==> src/rtl/imem_boot_pkg.sv <==
// Shared types and constants for the instruction-memory boot loader.
// Optional trailer checksum is enabled by defining IMEM_BOOT_CHECKSUM_EN.
package imem_boot_pkg;

  localparam int unsigned BYTE_W     = 8;
  localparam int unsigned WORD_BYTES = 4;
  localparam int unsigned WORD_W     = BYTE_W * WORD_BYTES;

  // Header + data + trailer must sum to this value (mod 256).
  localparam logic [BYTE_W-1:0] CHK_TARGET = 8'h00;

  typedef enum logic [2:0] {
    ST_IDLE,
    ST_HDR,
    ST_DATA,
    ST_WRITE,
    ST_CHK,
    ST_DONE,
    ST_ERROR
  } state_e;

endpackage

==> src/rtl/imem_word_assembler.sv <==
// Little-endian byte-to-word assembler; o_word already includes the byte
// being strobed this cycle, so o_word_full marks the cycle the word completes.
module imem_word_assembler
  import imem_boot_pkg::*;
(
  input  logic              clk,
  input  logic              rst,
  input  logic              i_clear,
  input  logic              i_strobe,
  input  logic [BYTE_W-1:0] i_byte,
  output logic              o_word_full,
  output logic [WORD_W-1:0] o_word
);

  logic [1:0]        r_cnt;
  logic [WORD_W-1:0] r_word;
  logic [WORD_W-1:0] w_word_next;

  always_comb begin
    w_word_next = r_word;
    if (i_strobe) begin
      w_word_next[r_cnt*BYTE_W +: BYTE_W] = i_byte;
    end
  end

  always_ff @(posedge clk) begin
    if (!rst) begin
      r_cnt  <= '0;
      r_word <= '0;
    end else if (i_clear) begin
      r_cnt  <= '0;
      r_word <= '0;
    end else if (i_strobe) begin
      r_cnt  <= r_cnt + 2'd1;
      r_word <= w_word_next;
    end
  end

  assign o_word_full = i_strobe && (r_cnt == 2'(WORD_BYTES - 1));
  assign o_word      = w_word_next;

endmodule

==> src/rtl/imem_boot_loader.sv <==
// Boot loader: streams a length-prefixed image into instruction memory and
// holds the core in reset until it lands. Define IMEM_BOOT_CHECKSUM_EN for a trailer checksum.
module imem_boot_loader
  import imem_boot_pkg::*;
#(
  parameter int unsigned ADDR_W = 4
) (
  input  logic              clk,
  input  logic              rst,
  input  logic              start,
  input  logic [BYTE_W-1:0] rx_data,
  input  logic              rx_valid,
  output logic              rx_ready,
  output logic              we,
  output logic [ADDR_W-1:0] waddr,
  output logic [WORD_W-1:0] wdata,
  output logic              core_rst_n,
  output logic              busy,
  output logic              done,
  output logic              err
);

  // One extra index bit so N == 2^ADDR_W compares without wrapping.
  localparam int unsigned IDX_W = ADDR_W + 1;
  localparam int unsigned DEPTH = 32'd1 << ADDR_W;

  state_e            r_state;
  state_e            w_state_next;
  logic [IDX_W-1:0]  r_index;
  logic [IDX_W-1:0]  r_count;
  logic [IDX_W-1:0]  w_index_inc;
  logic              w_xfer;
  logic              w_hdr_bad;
  logic              w_last;
  logic              w_asm_clear;
  logic              w_asm_strobe;
  logic              w_word_full;
  logic [WORD_W-1:0] w_word;
  logic              w_rx_ready_nx;
  logic              w_busy_nx;
  logic              w_done_nx;
  logic              w_err_nx;
  logic              w_we_nx;
`ifdef IMEM_BOOT_CHECKSUM_EN
  logic [BYTE_W-1:0] r_sum;
  logic [BYTE_W-1:0] w_sum_tot;
`endif

  assign w_xfer       = rx_valid & rx_ready;
  assign w_hdr_bad    = (rx_data == '0) || (32'(rx_data) > DEPTH);
  assign w_index_inc  = r_index + IDX_W'(1);
  assign w_last       = (w_index_inc == r_count);
  assign w_asm_clear  = w_xfer && (r_state == ST_HDR);
  assign w_asm_strobe = w_xfer && (r_state == ST_DATA);
`ifdef IMEM_BOOT_CHECKSUM_EN
  assign w_sum_tot    = r_sum + rx_data;
`endif

  imem_word_assembler u_asm (
    .clk         (clk),
    .rst         (rst),
    .i_clear     (w_asm_clear),
    .i_strobe    (w_asm_strobe),
    .i_byte      (rx_data),
    .o_word_full (w_word_full),
    .o_word      (w_word)
  );

  always_ff @(posedge clk) begin
    if (!rst) begin
      r_state <= ST_IDLE;
    end else begin
      r_state <= w_state_next;
    end
  end

  // Next state plus next-cycle values of the state-decoded outputs.
  always_comb begin
    w_state_next  = r_state;
    w_rx_ready_nx = 1'b0;
    w_busy_nx     = 1'b0;
    w_done_nx     = 1'b0;
    w_err_nx      = 1'b0;
    w_we_nx       = 1'b0;
    case (r_state)
      ST_IDLE:  if (start) w_state_next = ST_HDR;
      ST_HDR:   if (w_xfer) w_state_next = w_hdr_bad ? ST_ERROR : ST_DATA;
      ST_DATA:  if (w_word_full) w_state_next = ST_WRITE;
      ST_WRITE: begin
        if (w_last) begin
`ifdef IMEM_BOOT_CHECKSUM_EN
          w_state_next = ST_CHK;
`else
          w_state_next = ST_DONE;
`endif
        end else begin
          w_state_next = ST_DATA;
        end
      end
`ifdef IMEM_BOOT_CHECKSUM_EN
      ST_CHK:   if (w_xfer) w_state_next = (w_sum_tot == CHK_TARGET) ? ST_DONE : ST_ERROR;
`endif
      ST_DONE:  if (start) w_state_next = ST_HDR;
      ST_ERROR: if (start) w_state_next = ST_HDR;
      default:  w_state_next = ST_IDLE;
    endcase
    w_rx_ready_nx = (w_state_next inside {ST_HDR, ST_DATA, ST_CHK});
    w_busy_nx     = (w_state_next inside {ST_HDR, ST_DATA, ST_WRITE, ST_CHK});
    w_done_nx     = (w_state_next == ST_DONE);
    w_err_nx      = (w_state_next == ST_ERROR);
    w_we_nx       = (w_state_next == ST_WRITE);
  end

  always_ff @(posedge clk) begin
    if (!rst) begin
      rx_ready   <= 1'b0;
      we         <= 1'b0;
      waddr      <= '0;
      wdata      <= '0;
      core_rst_n <= 1'b0;
      busy       <= 1'b0;
      done       <= 1'b0;
      err        <= 1'b0;
      r_index    <= '0;
      r_count    <= '0;
    end else begin
      rx_ready   <= w_rx_ready_nx;
      we         <= w_we_nx;
      core_rst_n <= w_done_nx;
      busy       <= w_busy_nx;
      done       <= w_done_nx;
      err        <= w_err_nx;
      if (w_asm_clear) begin
        r_count <= IDX_W'(rx_data);
        r_index <= '0;
      end
      // Write address/data are captured with the completing byte and held otherwise.
      if (w_word_full) begin
        wdata <= w_word;
        waddr <= r_index[ADDR_W-1:0];
      end
      if (r_state == ST_WRITE) begin
        r_index <= w_index_inc;
      end
    end
  end

`ifdef IMEM_BOOT_CHECKSUM_EN
  always_ff @(posedge clk) begin
    if (!rst) begin
      r_sum <= '0;
    end else if (w_asm_clear) begin
      r_sum <= rx_data;
    end else if (w_asm_strobe) begin
      r_sum <= w_sum_tot;
    end
  end
`endif

endmodule

==> config.mk <==
export PLATFORM = sky130hd
export DESIGN_NAME = imem_boot_loader
export DESIGN_NICKNAME = d
export VERILOG_FILES = /design/src/rtl/imem_boot_pkg.sv /design/src/rtl/imem_word_assembler.sv /design/src/rtl/imem_boot_loader.sv
export SDC_FILE = /design/constraint.sdc
export NUM_CORES = 1
export LEC_CHECK = 0
export ABC_AREA = 1
export BUFFER_PORTS_ARGS = -buffer_cell sky130_fd_sc_hd__buf_2
export CAP_MARGIN = 20
export CORE_AREA = 2 2 159 99
export DETAILED_ROUTE_END_ITERATION = 10
export DIE_AREA = 0 0 161 101
export SYNTH_ARGS = -nofsm -noshare
export SYNTH_HDL_FRONTEND = slang
export SYNTH_SLANG_ARGS = --single-unit
==> constraint.sdc <==
create_clock -name clk -period 4.6 [get_ports clk]
set_input_delay 0.46 -clock clk [delete_from_list [all_inputs] [get_ports clk]]
set_output_delay 0.46 -clock clk [all_outputs]
set_load 0.02 [all_outputs]
==> results.cfg <==
[route]
drtIter0Drc = 200
final_antenna_net_count = 0
detailroute.via_count = 3089
route.detailed.drc = 0
postRouteWirelength_mm = 9.362
dr.pass1.iters = 4
wl_per_cell_um = 12.43
routed_via_density = 4.102

[cts]
clk_path_buf_depth = 2
clk_pin_slew_worst_paths_ns = 0.06
clk_root_buffer_cell = sky130_fd_sc_hd__clkbuf_16
numClockSinks = 80
ctsHoldBuffers = 0
setup_buffers_after_cts = 0
postCtsResizedCells = 0
clock_tree_from_tritoncts = built
ctsHtreeMaxLevel = 3
cts_inserted_buffers = 9
clkLatencyLatePin_ns = 0.35

[timing]
fin_skew_ns = 0.006449
worst_slew_pin_slew_ns = 0.9510
setup_violations = 0
setup_total_negative_slack_ns = 0
period_minus_slack_ns = 2.214
final-hold-violation-count = 0
timing.fmax_mhz = 451.7
fin_crit_sh = 0.4813
rsz_0062_raised_after_global_routing = false
timing.final.max_slew_violations = 0
slew-limit-headroom = 0.3645

[synthesis]
synth.cell_area_um2 = 3607
netlist.area_leader.share = 0.4440
synth-seq-cells = 80
yosysTopAreaCell = sky130_fd_sc_hd__dfxtp_1
avg_synthesized_cell_area_um2 = 7.186
synth_cells = 502
ys_seq_area_frac = 0.4440
synthDistinctLibCells = 28
synth.top_cells.by_area = sky130_fd_sc_hd__dfxtp_1 (44%), sky130_fd_sc_hd__nand2_1 (10%), sky130_fd_sc_hd__inv_1 (9.1%)
synthesis_warnings = 0
mappedNetlistNets = 520

[global_route]
grt_pass1_wl_mm = 15.51
grt_usage = 0.1241
grt_pass1_vias = 2884
antenna_found_initial = 0
grt-ovfl-total = 0
grt_max_degree = 50

[pwr]
power_per_cell_area_nw_per_um2 = 351.3
static-leakage-power_nw = 2.006
peakVddDrop_mv = 0.1485

[critical_path]
cp.arrival_ns = 2.48
timing.setup.critical_path_class = flop to flop
worst_setup_path_end_kind = flop
critical_path_peak_fanout = 11
start_kind = flop
crit_required_ns = 4.87

[cells_and_area]
drive_above_1_share = 0.1655
finalNetCount = 563
nFillCells = 1670
final_util = 0.2893
flow.area_growth_from_synthesis_pct = 19.42
antenna-diode-count = 0

[floorplanning]
floorplan.core_area_um2 = 14890
starting_density_of_the_core = 0.2423
die_height_um = 101
ports_placed_on_the_boundary = 54
die-area_um2 = 16260
placementRows = 35
dieWidth_um = 161

[placement]
port_buffers = 53
globalplace.congestion = 0.8831
dp_hpwl_mm = 7.006

[run]
maxCapViolCount = 0

[outcome]
status = finished clean

[hold_path]
holdCritPathClass = input port to flop
## worst max-delay path, cell delays in order, from the launching register on
cell,delay (ns)
sky130_fd_sc_hd__dfxtp_1,0.53
sky130_fd_sc_hd__inv_2,0.18
sky130_fd_sc_hd__ha_1,0.39
sky130_fd_sc_hd__inv_1,0.09
sky130_fd_sc_hd__nor2_1,0.37
sky130_fd_sc_hd__inv_1,0.15
sky130_fd_sc_hd__nor3_1,0.16
sky130_fd_sc_hd__o21a_1,0.16
sky130_fd_sc_hd__inv_1,0.04
sky130_fd_sc_hd__nor2_1,0.07
## Yosys cell counts
cell type and number:
sky130_fd_sc_hd__a21oi_1 25, sky130_fd_sc_hd__a22oi_1 1, sky130_fd_sc_hd__buf_2 11, sky130_fd_sc_hd__buf_4 2
sky130_fd_sc_hd__buf_6 2, sky130_fd_sc_hd__clkbuf_1 7, sky130_fd_sc_hd__clkinv_1 1, sky130_fd_sc_hd__dfxtp_1 80
sky130_fd_sc_hd__ha_1 6, sky130_fd_sc_hd__inv_1 87, sky130_fd_sc_hd__inv_2 4, sky130_fd_sc_hd__nand2_1 100
sky130_fd_sc_hd__nand2_2 2, sky130_fd_sc_hd__nand2_4 1, sky130_fd_sc_hd__nand3_1 27, sky130_fd_sc_hd__nand3_2 1
sky130_fd_sc_hd__nand4_1 5, sky130_fd_sc_hd__nor2_1 54, sky130_fd_sc_hd__nor2_4 2, sky130_fd_sc_hd__nor3_1 10
sky130_fd_sc_hd__nor3_2 3, sky130_fd_sc_hd__nor3_4 1, sky130_fd_sc_hd__o211ai_1 17, sky130_fd_sc_hd__o21a_1 7
sky130_fd_sc_hd__o21ai_0 22, sky130_fd_sc_hd__o21ai_1 10, sky130_fd_sc_hd__o21bai_1 7, sky130_fd_sc_hd__or2_2 7
## worst paths after layout
path | start | to | slack, ns | depth (start not counted)
max | u_asm.r_cnt[0] | u_asm.r_word[17] | 2.39 | 9
min | rx_data[2] | r_count[2] | 0.47 | 3
max reg2reg | u_asm.r_cnt[0] | u_asm.r_word[17] | 2.39 | 9
min reg2reg | wdata[25] | wdata[25] | 0.48 | 2
## power breakdown
group,leakage (nW),internal [W],switching (W),total [W]
Sequential,0.645,0.000704,0.00000759,0.000712
Clock,0.145,0.000410,0.000289,0.000699
Combinational,1.22,0.0000285,0.0000742,0.000103
## area by class of cell
| cell class | count | area [um2] | area share |
|---|---|---|---|
| Clock buffer | 12 | 266.5 | 0.06186 |
| Timing Repair Buffer | 54 | 272.8 | 0.06332 |
| Multi-Input combinational cell | 308 | 1541 | 0.3578 |
| Inverter | 92 | 345.3 | 0.08016 |
| Tap cell | 203 | 254.0 | 0.05896 |
| Sequential cell | 80 | 1602 | 0.3718 |
| Clock inverter | 4 | 26.28 | 0.006099 |
## cell usage in the layout (no fill, tap or decap), types with 7 or more instances in the layout
master / count
sky130_fd_sc_hd__inv_1: 87
sky130_fd_sc_hd__clkbuf_16: 9
sky130_fd_sc_hd__nor2_1: 54
sky130_fd_sc_hd__nand3_1: 27
sky130_fd_sc_hd__o211ai_1: 17
sky130_fd_sc_hd__o21ai_1: 10
sky130_fd_sc_hd__o21ai_0: 22
sky130_fd_sc_hd__buf_2: 53
sky130_fd_sc_hd__nand2_1: 100
sky130_fd_sc_hd__or2_2: 7
sky130_fd_sc_hd__o21bai_1: 7
sky130_fd_sc_hd__nor3_1: 10
sky130_fd_sc_hd__dfxtp_1: 80
sky130_fd_sc_hd__o21a_1: 7
sky130_fd_sc_hd__a21oi_1: 25
## state kept, by name, summed over array words and instances (netlist names), 2 cells and up
name / flops
waddr: 4
u_asm.r_word: 24
r_index: 5
u_asm.r_cnt: 2
wdata: 32
r_count: 5
r_state: 3
## kinds of logic after synthesis
group / synth area share
adder cells (fa/ha/maj): 0.02081
flip-flops: 0.4440
buffers and inverters: 0.1287
AND/OR/NAND/NOR: 0.2608
AO/OA/AOI/OAI: 0.1457
## per-stage QoR
| step | power (W) | worst slack, ns | instances | cell area [um2] | hold slack (ns) |
|---|---|---|---|---|---|
| floorplan | 0.0007966 | 2.838 | 502 | 3607 | 0.4673 |
| global placement | 0.0008308 | 2.369 | 737 | 4015 | 0.4766 |
| detailed placement | 0.0008301 | 2.279 | 737 | 4015 | 0.4666 |
| CTS | 0.001530 | 2.423 | 753 | 4308 | 0.4518 |
| global route | 0.001579 | 2.203 | 753 | 4308 | 0.4656 |
| finish | 0.001513 | 2.386 | 753 | 4308 | 0.4679 |
## layer usage
metal / vias up / global-route usage / wire, um
li1: 1661 / - / -
met1: 1348 / 0.1918 / 5279
met2: 70 / 0.1522 / 3272
met3: 10 / 0.04813 / 720
met4: 0 / 0.03434 / 89
met5: - / 0 / 0
No activity file was read; power rests on OpenSTA's default activity.
